## config.mk

```make
export PLATFORM = sky130hd
export DESIGN_NAME = lsu32
export DESIGN_NICKNAME = d
export VERILOG_FILES = /design/src/rtl/lsu32.sv
export SDC_FILE = /design/constraint.sdc
export NUM_CORES = 1
export LEC_CHECK = 0
export ABC_AREA = 1
export CORE_ASPECT_RATIO = 0.5
export CORE_MARGIN = 4
export CORE_UTILIZATION = 44
export DETAILED_ROUTE_END_ITERATION = 10
export PLACE_DENSITY = 0.81
export SLEW_MARGIN = 20
export SYNTH_ARGS = -nofsm -noshare
export SYNTH_HDL_FRONTEND = slang
export SYNTH_SLANG_ARGS = --single-unit
```

## constraint.sdc

```tcl
create_clock -name clk_i -period 2.54 [get_ports clk_i]
set_clock_uncertainty 0.2 [all_clocks]
set_input_delay 0.508 -clock clk_i [delete_from_list [all_inputs] [get_ports clk_i]]
set_output_delay 0.508 -clock clk_i [all_outputs]
set_load 0.1 [all_outputs]
```

## src/rtl/lsu32.sv

```systemverilog
`default_nettype none
// ============================================================================
// Module   : lsu32
// Purpose  : Load/store unit sitting after the execute ALU. Accepts one memory
//            op at a time, issues a single word-aligned request on a
//            valid/ready data-memory port, then aligns and sign/zero-extends
//            load data and returns it to writeback. Illegal funct3 codes and
//            misaligned addresses raise a one-cycle exception pulse instead
//            of touching memory.
// Ports    : clk_i/rst_i            clock, synchronous active-high reset
//            valid_i/ready_o        op handshake from execute
//            load_i/store_i/funct3_i/addr_i/wdata_i/rd_i   op description
//            mem_*                  data-memory request / response port
//            wb_*                   writeback completion (one-cycle pulse)
//            exc_o                  misaligned/illegal pulse
// Revision : 1.0 - initial release
// ============================================================================
module lsu32 #(
  parameter int XLEN = 32
) (
  input  logic            clk_i,
  input  logic            rst_i,
  input  logic            valid_i,
  output logic            ready_o,
  input  logic            load_i,
  input  logic            store_i,
  input  logic [2:0]      funct3_i,
  input  logic [XLEN-1:0] addr_i,
  input  logic [XLEN-1:0] wdata_i,
  input  logic [4:0]      rd_i,
  output logic            mem_valid_o,
  input  logic            mem_ready_i,
  output logic            mem_we_o,
  output logic [XLEN-1:0] mem_addr_o,
  output logic [3:0]      mem_wstrb_o,
  output logic [XLEN-1:0] mem_wdata_o,
  input  logic            mem_rvalid_i,
  input  logic [XLEN-1:0] mem_rdata_i,
  output logic            wb_valid_o,
  output logic            wb_we_o,
  output logic [4:0]      wb_rd_o,
  output logic [XLEN-1:0] wb_data_o,
  output logic            exc_o
);

  typedef enum logic [2:0] {
    ST_IDLE  = 3'd0,
    ST_REQ   = 3'd1,
    ST_WAIT  = 3'd2,
    ST_DONE  = 3'd3,
    ST_FAULT = 3'd4
  } state_t;

  state_t            state_q, state_d;
  logic [XLEN-1:0]   addr_q, addr_d;
  logic [2:0]        funct3_q, funct3_d;
  logic              is_load_q, is_load_d;
  logic [4:0]        rd_q, rd_d;
  logic [3:0]        wstrb_q, wstrb_d;
  logic [XLEN-1:0]   wdata_q, wdata_d;
  logic [XLEN-1:0]   wb_data_q, wb_data_d;

  logic              accept;
  logic              legal;
  logic              misaligned;
  logic [3:0]        fmt_wstrb;
  logic [XLEN-1:0]   fmt_wdata;
  logic [7:0]        ld_byte;
  logic [15:0]       ld_half;
  logic [XLEN-1:0]   ld_ext;

  // Op decode and store-lane formatting on the incoming request
  always_comb begin
    accept     = valid_i & (state_q == ST_IDLE) & (load_i | store_i);

    legal      = 1'b0;
    if (load_i) begin
      case (funct3_i)
        3'd0, 3'd1, 3'd2, 3'd4, 3'd5: legal = 1'b1;
        default:                      legal = 1'b0;
      endcase
    end else begin
      case (funct3_i)
        3'd0, 3'd1, 3'd2: legal = 1'b1;
        default:          legal = 1'b0;
      endcase
    end

    // funct3[1:0] encodes access size for both loads and stores
    misaligned = 1'b0;
    case (funct3_i[1:0])
      2'b01:   misaligned = addr_i[0];
      2'b10:   misaligned = |addr_i[1:0];
      default: misaligned = 1'b0;
    endcase

    fmt_wstrb = 4'b0000;
    fmt_wdata = '0;
    if (store_i) begin
      case (funct3_i[1:0])
        2'b00: begin
          fmt_wstrb = 4'b0001 << addr_i[1:0];
          fmt_wdata = {4{wdata_i[7:0]}};
        end
        2'b01: begin
          fmt_wstrb = 4'b0011 << addr_i[1:0];
          fmt_wdata = {2{wdata_i[15:0]}};
        end
        default: begin
          fmt_wstrb = 4'b1111;
          fmt_wdata = wdata_i;
        end
      endcase
    end
  end

  // Load data alignment and extension, driven by the registered address/code
  always_comb begin
    case (addr_q[1:0])
      2'b00:   ld_byte = mem_rdata_i[7:0];
      2'b01:   ld_byte = mem_rdata_i[15:8];
      2'b10:   ld_byte = mem_rdata_i[23:16];
      default: ld_byte = mem_rdata_i[31:24];
    endcase
    ld_half = addr_q[1] ? mem_rdata_i[31:16] : mem_rdata_i[15:0];

    case (funct3_q)
      3'd0:    ld_ext = {{(XLEN-8){ld_byte[7]}}, ld_byte};
      3'd1:    ld_ext = {{(XLEN-16){ld_half[15]}}, ld_half};
      3'd4:    ld_ext = {{(XLEN-8){1'b0}}, ld_byte};
      3'd5:    ld_ext = {{(XLEN-16){1'b0}}, ld_half};
      default: ld_ext = mem_rdata_i;
    endcase
  end

  // Next-state and register update
  always_comb begin
    state_d   = state_q;
    addr_d    = addr_q;
    funct3_d  = funct3_q;
    is_load_d = is_load_q;
    rd_d      = rd_q;
    wstrb_d   = wstrb_q;
    wdata_d   = wdata_q;
    wb_data_d = wb_data_q;

    case (state_q)
      ST_IDLE: begin
        if (accept) begin
          addr_d    = addr_i;
          funct3_d  = funct3_i;
          is_load_d = load_i;
          rd_d      = rd_i;
          wstrb_d   = fmt_wstrb;
          wdata_d   = fmt_wdata;
          state_d   = (legal && !misaligned) ? ST_REQ : ST_FAULT;
        end
      end
      ST_REQ: begin
        if (mem_ready_i) begin
          state_d = is_load_q ? ST_WAIT : ST_DONE;
        end
      end
      ST_WAIT: begin
        if (mem_rvalid_i) begin
          wb_data_d = ld_ext;
          state_d   = ST_DONE;
        end
      end
      ST_DONE:  state_d = ST_IDLE;
      ST_FAULT: state_d = ST_IDLE;
      default:  state_d = ST_IDLE;
    endcase
  end

  always_ff @(posedge clk_i) begin
    if (rst_i) begin
      state_q   <= ST_IDLE;
      addr_q    <= '0;
      funct3_q  <= 3'd0;
      is_load_q <= 1'b0;
      rd_q      <= 5'd0;
      wstrb_q   <= 4'b0000;
      wdata_q   <= '0;
      wb_data_q <= '0;
    end else begin
      state_q   <= state_d;
      addr_q    <= addr_d;
      funct3_q  <= funct3_d;
      is_load_q <= is_load_d;
      rd_q      <= rd_d;
      wstrb_q   <= wstrb_d;
      wdata_q   <= wdata_d;
      wb_data_q <= wb_data_d;
    end
  end

  // Outputs are decoded from registered state only; nothing combinational
  // passes from inputs to outputs.
  assign ready_o     = (state_q == ST_IDLE);
  assign mem_valid_o = (state_q == ST_REQ);
  assign mem_we_o    = (state_q == ST_REQ) & ~is_load_q;
  assign mem_addr_o  = {addr_q[XLEN-1:2], 2'b00};
  assign mem_wstrb_o = wstrb_q;
  assign mem_wdata_o = wdata_q;
  assign wb_valid_o  = (state_q == ST_DONE);
  assign wb_we_o     = (state_q == ST_DONE) & is_load_q & (rd_q != 5'd0);
  assign wb_rd_o     = rd_q;
  assign wb_data_o   = wb_data_q;
  assign exc_o       = (state_q == ST_FAULT);

endmodule
`default_nettype wire
```

==> run metrics <==
run status completed; vias in the first global route 5291; Resized cells post-CTS 0; Antenna Diode Count 0; Die Y 87.52 µm; min-delay worst type reg -> reg; Distinct cells, synth 33; Core Rows 28; Syn. warnings 0; CP Data Arrival Time 1540 ps; fmax 444.8 MHz; sequential fraction of the synthesis area 40.30%; Starting Density 46.04%; Die Width 167.0 µm; Slew Limit Headroom 64.83%; first-pass GRT wire length 26430 µm; TritonCTS clock tree yes; CTS buffer count 9; Seq. cell area 2242 µm²; die area 14620 µm²; number of synthesized register bits 112; Least-Margin Pin Slew 525.6 ps; Final nets 1081; reg2reg start state_q[1]; final hold vios 0; largest net degree at the start of global routing 52; IO Port Bufs 219; GRT Resource Usage Total 21.88%; Final GP Congestion 0.8518; clock period minus worst slack 2248 ps; DR WL/cell 14.54 µm; max-cap violation count 0; hold_buf cts 0; clock tree buffer depth 2; peak supply drop 0.3705 mV; final routed DRC violation total 0; via count 5580; crit end category output port; Final Total Pwr 5.927 mW; gr ovfl total 0; DRT antenna net count 0; Worst setup SP type register; PwrDens 770.1 nW/µm²; initial detailed-routing violation count 457; Post-Syn Instances 796; DP Wirelength 12360 µm; CTS H-tree lvls 3; syn avg cell area 6.990 µm²; core footprint 12090 µm²; Top Ports 222; total setup buffers inserted after CTS 0; Post-Syn Area 5564 µm²; drt pass-1 iters 5; hold_sp mem_wdata_o[16]; worst setup path category reg -> out; footprint of the multi-input gates 2577 µm²; crit path from state_q[1]; Data required, critical path 1830 ps; final setup vio count 0; TritonCTS Sinks 112; DRT Wirelength 16500 µm; share of cells above drive strength 1 18.35%; Area Growth Syn to Fin 38.32%; final period utilization 88.52%; vias per cell 4.916; setup TNS 0 ps; root buffer cell clkbuf_16; fillers 1126; fin. max-slew vios 0; Leak 3.460 nW; worst-path fanout max 4; initial antenna violation count 0; Skew-Pair Late Insertion Delay 340 ps; Reg clk slew, reported paths 70 ps; RSZ-0062 raised after global routing no
==> metrics by stage <==
step	area (µm²)	setup slack, ps	hold WS (ps)	std cells	utilization [%]
after floorplan	5588	-456.1	256.3	797	-
final	7696	291.6	267.7	1135	63.67
after detailed placement	7395	118.6	257.7	1121	61.18
after global placement	7395	224.5	251.7	1121	61.18
after global routing	7696	194.9	293.8	1135	63.67
after CTS	7696	275.0	268.5	1135	63.67
==> registers in the layout, summed over array words and instances, names as in the netlist <==
signal / cells
funct3_q: 3
wb_data_o: 32
is_load_q: 1
addr_q: 32
mem_wdata_o: 32
wb_rd_o: 5
mem_wstrb_o: 4
state_q: 3
==> critical path: stages, from the launching register on <==
cell     delay [ps]
dfxtp_1         430
inv_2            90
nor3_4          220
nand2_1          90
a21oi_2         160
buf_12          190
==> report_power, final <==
part,switching [mW],internal (mW)
Clock,0.634,0.858
Sequential,0.110,1.92
Combinational,1.79,0.621
==> cell usage after synthesis <==
| library cell | count | share of area [%] |
|---|---|---|
| o21ai_1 | 16 | 1.4 |
| ha_1 | 3 | 0.67 |
| a21oi_4 | 1 | 0.29 |
| nor2_2 | 1 | 0.11 |
| o21ai_2 | 10 | 1.6 |
| dfxtp_1 | 112 | 40 |
| buf_6 | 6 | 1.2 |
| a211oi_2 | 1 | 0.22 |
| nor3_4 | 1 | 0.29 |
| o21ai_0 | 64 | 5.8 |
| o211ai_1 | 19 | 2.6 |
| nor2_4 | 3 | 0.61 |
| nand3_2 | 3 | 0.54 |
| inv_1 | 51 | 3.4 |
| nand3_4 | 1 | 0.31 |
| clkbuf_1 | 12 | 0.81 |
| nand2_2 | 2 | 0.22 |
| nand2_1 | 194 | 13 |
| buf_2 | 13 | 1.2 |
| clkbuf_8 | 1 | 0.25 |
| conb_1 | 1 | 0.067 |
| nand3_1 | 20 | 1.8 |
| buf_12 | 1 | 0.36 |
| nor2_8 | 1 | 0.36 |
| nor3_1 | 3 | 0.27 |
| nand2_4 | 2 | 0.40 |
| nand4_1 | 9 | 1.0 |
| inv_2 | 8 | 0.54 |
| clkinv_2 | 1 | 0.090 |
| or2_2 | 1 | 0.11 |
| buf_4 | 44 | 5.9 |
| nor2_1 | 134 | 9.0 |
| a21oi_1 | 57 | 5.1 |
==> layout by cell type, fill, tap and decap left out, types with 8 or more instances in the layout <==
cell	count
nand2_1	194
nor2_1	134
buf_4	118
dfxtp_1	112
clkdlybuf4s50_1	109
o21ai_0	64
a21oi_1	56
inv_1	51
nand3_1	20
o211ai_1	19
o21ai_1	16
o21ai_2	10
nand4_1	9
clkbuf_16	9
inv_2	8
buf_12	8
==> cells by family (layout without fill, tap and decap cells) <==
logic type | count (synthesis) | after routing | share of synthesized area, %
AND/OR/NAND/NOR | 375 | 375 | 28.18
adder cells (fa/ha/maj) | 3 | 3 | 0.6747
other | 1 | 2 | 0.06740
buffers and inverters | 137 | 310 | 13.81
AO/OA/AOI/OAI | 168 | 168 | 16.98
flip-flops | 112 | 112 | 40.30
==> final timing paths <==
| kind | endpoint | slack [ps] | cells past startpoint |
|---|---|---|---|
| max | wb_we_o | 290 | 5 |
| min | mem_wdata_o[16] | 270 | 2 |
| max reg2reg | addr_q[3] | 700 | 7 |
| min reg2reg | mem_wdata_o[16] | 270 | 2 |
==> area by class of cell <==
class / count / share of cell area, %
clock buffer: 11 / 3.024
tap: 165 / 2.682
sequential: 112 / 29.13
inverter: 60 / 2.943
multi-input combinational: 548 / 33.49
clock inverter: 3 / 0.8942
timing repair buffer: 236 / 27.83
==> per-layer routing <==
metal  global-route usage [%]  vias up  part of all wire [%]
met4                    5.271        0                   1.4
met3                    5.122       21                   5.6
met1                    28.72     2540                    45
met2                    37.16      170                    48
met5                        0        -                     0
li1                         -     2849                     -
Note: power is estimated with default switching activity, not from simulation.
